==> src/rtl/serdes_chan_pkg.sv <==
// Shared definitions for the SERDES loopback channel model and its LFSR noise source.
package serdes_chan_pkg;

  localparam int          BLK_W     = 66;
  localparam logic [31:0] LFSR_TAPS = 32'h8020_0003;  // x^32+x^22+x^2+x+1

  localparam logic [1:0] SYNC_DATA = 2'b01;
  localparam logic [1:0] SYNC_CTRL = 2'b10;
  localparam logic [1:0] SYNC_BAD  = 2'b11;

  typedef enum logic [0:0] {
    IDLE  = 1'b0,
    BURST = 1'b1
  } burst_state_e;

  function automatic logic [6:0] next_offset(input logic [6:0] off);
    return (off == 7'd65) ? 7'd0 : off + 7'd1;
  endfunction

endpackage

==> src/rtl/serdes_chan_model_lfsr.sv <==
// 32-bit Galois LFSR, free running from reset; shared with other noise benches.
module lfsr_galois32
  import serdes_chan_pkg::*;
#(
  parameter logic [31:0] SEED = 32'hACE1_2468
) (
  input  logic        clk,
  input  logic        rst_n,
  output logic [31:0] state_o
);

  logic [31:0] state_q;
  logic [31:0] state_d;

  // Shift right and fold the tap mask back in when a one falls out.
  always_comb begin
    state_d = {1'b0, state_q[31:1]} ^ (state_q[0] ? LFSR_TAPS : 32'h0000_0000);
  end

  // State register.
  always_ff @(posedge clk or negedge rst_n) begin
    if (!rst_n) begin
      state_q <= SEED;
    end else begin
      state_q <= state_d;
    end
  end

  assign state_o = state_q;

endmodule

==> config.mk <==
export PLATFORM = sky130hd
export DESIGN_NAME = lfsr_galois32
export DESIGN_NICKNAME = d
export VERILOG_FILES = /design/src/rtl/serdes_chan_pkg.sv /design/src/rtl/serdes_chan_model_lfsr.sv
export SDC_FILE = /design/constraint.sdc
export NUM_CORES = 1
export LEC_CHECK = 0
export CELL_PAD_IN_SITES_DETAIL_PLACEMENT = 2
export CELL_PAD_IN_SITES_GLOBAL_PLACEMENT = 2
export CORE_MARGIN = 4
export CORE_UTILIZATION = 30
export DETAILED_ROUTE_END_ITERATION = 12
export PLACE_DENSITY_LB_ADDON = 0.1
export SLEW_MARGIN = 20
export SYNTH_ARGS = -nofsm -noshare
export SYNTH_HDL_FRONTEND = slang
export SYNTH_SLANG_ARGS = --single-unit
==> constraint.sdc <==
create_clock -name clk -period 0.91 [get_ports clk]
set_clock_uncertainty 0.1 [all_clocks]
set_input_delay 0.1365 -clock clk [delete_from_list [all_inputs] [get_ports clk]]
set_output_delay 0.1365 -clock clk [all_outputs]
set_load 0.01 [all_outputs]
==> qor.csv, run 1 <==
stage,metric,value,unit
run_status,status,"complete, but fails checks",
run_status,failing checks,setup timing,
synthesis,synthesized flop and latch total,32,
setup_path,critical path peak fanout,2,
floorplanning,Initial Util,31.5,%
sta,period utilization,133,%
sta,slew margin rel.,88.8,%
detailed_routing,WL/cell,13.6,µm
pwr,power consumption,2.36,mW
synthesis,most frequent cells after synthesis,"buf_4, dfrtp_1, dfstp_2, xor2_1",
detailed_routing,"antenna viol nets, final",0,
setup_path,Crit. End Element,primary output,
synthesis,syn_area_per_cell,16.6,µm²
setup_path,worst path required time,0.67,ns
synthesis,dominant cell type by area after synthesis,dfrtp_1,
setup_path,kind of critical path,reg2out,
cells_and_area,Nets,105,
setup_path,reg2reg end,state_o[1],
setup_path,cells along the critical path,buf_6,
sta,setup TNS,-7.26,ns
cells_and_area,Reg area,817,µm²
detailed_routing,Via density,3.67,
setup_path,r2r setup slk,-0.12,ns
detailed_routing,1st-iter DRT viols,19,
sta,Final Max Tran Viols,0,
pwr,P_leak,0.818,nW
setup_path,worst r2r path cells,3,
synthesis,top-area cell type share of the netlist area,44.8,%
global_route,antenna violations before repair,0,
pwr,maximum vdd ir drop,0.681,mV
synthesis,Post-synth EDFFs,0,
synthesis,Mapped Cells,64,
setup_path,slowest CP cell,dfstp_2,
sta,RSZ-0062 raised after global routing,true,
pwr,power density cells,1570,nW/µm²
cells_and_area,Post-Layout Inst Area,1510,µm²
setup_path,family with the most delay on the worst path,flip-flops,
sta,Fmax achieved,826,MHz
setup_path,CP arrival,0.97,ns
clock_tree,TritonCTS clock tree,yes,
synthesis,post-synthesis sequential area ratio,77.0,%
clock_tree,cts bufs inserted,5,
floorplanning,DIE AREA,4550,µm²
setup_path,Startpoint Class,register,
synthesis,Post-synth top flop,dfrtp_1,
global_route,vias in the first global route,613,
clock_tree,clock transition at the registers of the reported paths,0.09,ns
clock_tree,Clock Latency Late Sink,0.32,ns
placement,dpl cells,127,
synthesis,async set or reset register ratio after synthesis,100,%
setup_path,critical path buffer and inverter count,1,
setup_path,"Largest stage delay, worst path",0.55,ns
clock_tree,root buf cell,clkbuf_4,
sta,Least-Margin Pin Slew,0.168,ns
floorplanning,chip width,67.5,µm
clock_tree,Max clock buf depth,2,
sta,final setup violation count,37,
sta,final worst slack,-0.301,ns
synthesis,Synth Warn #,0,
synthesis,Synth Net Count,66,
clock_tree,hold buffers post-CTS,0,
global_route,Total Routing Usage GR,9.80,%
sta,crit path time final,1.21,ns
synthesis,area of the mapped netlist,1060,µm²
floorplanning,num rows,21,
global_route,first-pass GRT wire length,3050,µm
floorplanning,IO Pins,34,
synthesis,most frequent cell after synthesis,buf_4,
global_route,grt total ovfl,0,
global_route,largest net degree at the start of global routing,33,
cells_and_area,Post-Layout Cell Count,150,
cells_and_area,area taken by multi-input logic gates,41.3,µm²
cells_and_area,layout cell share with drive strength beyond 1,78.8,%
run,Max Cap Violations,0,
synthesis,Unique masters post-synth,4,
placement,Port Buf Inserts,33,
clock_tree,H-tree levels,2,
cells_and_area,Area Overhead vs Synth,41.9,%
cells_and_area,max reg flops,32,
min_path,worst min path class,in2async,
floorplanning,die height,67.5,µm
synthesis,top post-synthesis cells by area,"dfrtp_1, dfstp_2, buf_4",
detailed_routing,total number of vias,550,
cells_and_area,fillers,352,
detailed_routing,DRC,0,
sta,hold slack,0.0850,ns
clock_tree,clock sinks,32,
floorplanning,core box area,3360,µm²
detailed_routing,Routed Wire Length,2040,µm
cells_and_area,antenna cells,0,
placement,hpwl dp,1160,µm
detailed_routing,TritonRoute pass-1 iters,2,
setup_path,FF-to-FF Start,state_o[2],
sta,final hold violation count,0,
placement,placer congestion estimate,0.580,
placement,dpl cell area,1340,µm²
-- layer usage --
metal,part of all wire (%),wire [µm],global-route usage [%],vias to the layer above
met4,2.0,40,6.84,0
met1,38,771,11.0,281
met3,8.9,181,5.32,5
li1,-,-,-,241
met5,0,0,0,-
met2,51,1040,14.1,23
-- power breakdown --
group / leakage [nW] / internal, mW / total (mW) / switching (mW)
clock: 0.0386 / 0.454 / 0.892 / 0.438
combinational: 0.380 / 0.0126 / 0.0396 / 0.0270
sequential: 0.400 / 1.42 / 1.42 / 0
total: 0.818 / 1.89 / 2.36 / 0.465
-- through the flow --
stage	utilization [%]	worst slack [ns]
6_report	44.8	-0.301
3_3_place_gp	39.9	-0.387
3_5_place_dp	39.9	-0.384
4_1_cts	41.8	-0.338
2_1_floorplan	-	0.0644
5_1_grt	44.8	-0.362
-- cell usage in the layout, fill, tap and decap left out --
cell type | netlist | routed
clkbuf_8 | 0 | 2
buf_4 | 29 | 23
dfstp_2 | 13 | 13
buf_12 | 0 | 1
xor2_1 | 3 | 1
buf_2 | 0 | 14
buf_6 | 0 | 22
dfrtp_1 | 19 | 19
clkbuf_4 | 0 | 5
clkdlybuf4s50_1 | 0 | 1
clkbuf_1 | 0 | 1
xor2_2 | 0 | 2
-- cell families after synthesis --
group     count (synthesis)  synth area share [%]
xor+xnor                  3                  2.48
buf+inv                  29                  20.5
flops                    32                  77.0
-- worst max path at each step --
stage	cells past startpoint	start	to
CTS	1	state_o[22]	state_o[22]
global placement	1	state_o[23]	state_o[23]
finish	1	state_o[21]	state_o[21]
global route	1	state_o[23]	state_o[23]
floorplan	1	state_o[23]	state_o[23]
detailed placement	1	state_o[3]	state_o[3]
-- timing repair --
action                                  in CTS  in global routing
pin swaps                                    1                  1
resized for setup                          144                  8
buffers inserted                            10                  7
endpoints found under the setup margin      35                 34
hold endpoints to repair                     0                  0
-- area by class of cell --
class	count	area share, %
flip-flops and latches	32	54.3
clock buffers	8	4.57
well taps	46	3.82
repair buffers	61	34.6
multi-input cells	3	2.74
Note: power is estimated with default switching activity, not from simulation.
==> inputs of run 2 (changes only) <==
- SETUP_SLACK_MARGIN: default -> 0.1
==> qor.csv, run 2 (synthesis gave the netlist of run 1 again) <==
stage,metric,value,unit
sta,Final Max Tran Viols,0,
setup_path,slowest CP cell,dfstp_2,
sta,final setup violation count,36,
setup_path,"Largest stage delay, worst path",0.56,ns
sta,final hold violation count,0,
setup_path,Setup crit start,state_o[27],
run,Max Cap Violations,0,
pwr,P_leak,0.842,nW
sta,Fmax achieved,816,MHz
clock_tree,clock sinks,32,
run_status,status,"complete, but fails checks",
cells_and_area,fillers,355,
pwr,maximum vdd ir drop,0.645,mV
setup_path,Startpoint Class,register,
setup_path,path length in cells of the critical path,1,
floorplanning,core box area,3360,µm²
global_route,largest net degree at the start of global routing,33,
clock_tree,H-tree levels,2,
setup_path,reg2reg end,state_o[21],
detailed_routing,DRC,0,
setup_path,Crit. End Element,primary output,
floorplanning,DIE AREA,4550,µm²
setup_path,kind of critical path,reg2out,
cells_and_area,"most common cell after layout, fill and taps aside",buf_6,
placement,placer congestion estimate,0.595,
clock_tree,TritonCTS clock tree,yes,
placement,dpl cell area,1340,µm²
clock_tree,Clock Latency Late Sink,0.33,ns
setup_path,critical path buffer and inverter count,1,
floorplanning,IO Pins,34,
clock_tree,Max clock buf depth,2,
setup_path,crit path to,state_o[27],
floorplanning,num rows,21,
cells_and_area,antenna cells,0,
setup_path,cells along the critical path,buf_6,
setup_path,r2r setup slk,-0.12,ns
detailed_routing,Via density,3.73,
sta,final worst slack,-0.316,ns
setup_path,family with the most delay on the worst path,flip-flops,
sta,Least-Margin Pin Slew,0.170,ns
cells_and_area,max reg flops,32,
floorplanning,Initial Util,31.5,%
global_route,Total Routing Usage GR,10.1,%
clock_tree,clock transition at the registers of the reported paths,0.10,ns
detailed_routing,Routed Wire Length,2020,µm
setup_path,CP arrival,0.99,ns
floorplanning,chip width,67.5,µm
clock_tree,cts bufs inserted,5,
cells_and_area,Area Overhead vs Synth,46.9,%
global_route,antenna violations before repair,0,
cells_and_area,most frequent cells in the layout,"buf_6, dfrtp_1, buf_2",
detailed_routing,WL/cell,13.2,µm
cells_and_area,Post-Layout Inst Area,1560,µm²
sta,RSZ-0062 raised after global routing,true,
min_path,worst min path class,in2async,
detailed_routing,total number of vias,571,
global_route,first-pass GRT wire length,3030,µm
setup_path,FF-to-FF Start,state_o[22],
global_route,vias in the first global route,616,
sta,period utilization,135,%
pwr,power density cells,1470,nW/µm²
cells_and_area,layout cell share with drive strength beyond 1,80.4,%
global_route,grt total ovfl,0,
placement,hpwl dp,1210,µm
clock_tree,root buf cell,clkbuf_4,
setup_path,critical path peak fanout,2,
run_status,failing checks,setup timing,
placement,Port Buf Inserts,33,
sta,slew margin rel.,88.7,%
detailed_routing,TritonRoute pass-1 iters,3,
sta,crit path time final,1.23,ns
setup_path,worst r2r path cells,3,
setup_path,worst path required time,0.67,ns
detailed_routing,1st-iter DRT viols,19,
cells_and_area,Nets,108,
placement,Post-Place Setup Slack,-0.402,ns
floorplanning,die height,67.5,µm
detailed_routing,"antenna viol nets, final",0,
run 2: routing by layer:
layer	GRT usage (%)	vias up	part of all wire [%]
li1	-	250	-
met1	11.0	297	40
met2	14.3	24	52
met3	6.16	0	7.7
met4	6.84	0	0
met5	0	-	0
run 2: worst min path at each step:
stage | startpoint | endpoint | slack, ns | cells past startpoint
floorplan | rst_n | state_o[0] | -0.26 | 0
global placement | state_o[23] | state_o[22] | 0.26 | 0
detailed placement | state_o[23] | state_o[22] | 0.26 | 0
CTS | rst_n | state_o[20] | 0.05 | 2
global route | rst_n | state_o[20] | 0.04 | 2
finish | rst_n | state_o[20] | 0.06 | 2
run 2: per-stage QoR:
stage / instances / setup TNS (ns) / hold WS, ns / total power, mW / util (%)
after CTS: 146 / -8.48 / 0.0465 / 2.35 / 42.6
after global placement: 127 / -8.47 / 0.257 / 1.49 / 39.9
after global routing: 153 / -10.04 / 0.0396 / 2.44 / 46.4
final: 153 / -7.84 / 0.0584 / 2.30 / 46.4
after detailed placement: 127 / -8.61 / 0.259 / 1.49 / 39.9
after floorplan: 64 / 0 / -0.259 / 1.45 / -
run 2: where the power goes:
| group | switching (mW) | internal [mW] |
|---|---|---|
| registers | 0 | 1.42 |
| logic | 0.0270 | 0.0126 |
| clock network | 0.465 | 0.367 |
| total | 0.492 | 1.80 |
run 2: timing repair:
item | CTS | global route
pin swaps | 2 | 2
cloned | 0 | 0
gates resized for setup | 147 | 18
hold buffers | 0 | 0
setup buffers | 12 | 14
endpoints found under the setup margin | 35 | 41
run 2: final cells by class:
| class | count | area, µm² | area share (%) |
|---|---|---|---|
| Tap cell | 46 | 57.6 | 3.69 |
| Clock inverter | 2 | 10.0 | 0.642 |
| Multi-Input combinational cell | 3 | 41.3 | 2.65 |
| Clock buffer | 6 | 51.3 | 3.29 |
| Sequential cell | 32 | 817 | 52.4 |
| Timing Repair Buffer | 64 | 582 | 37.3 |
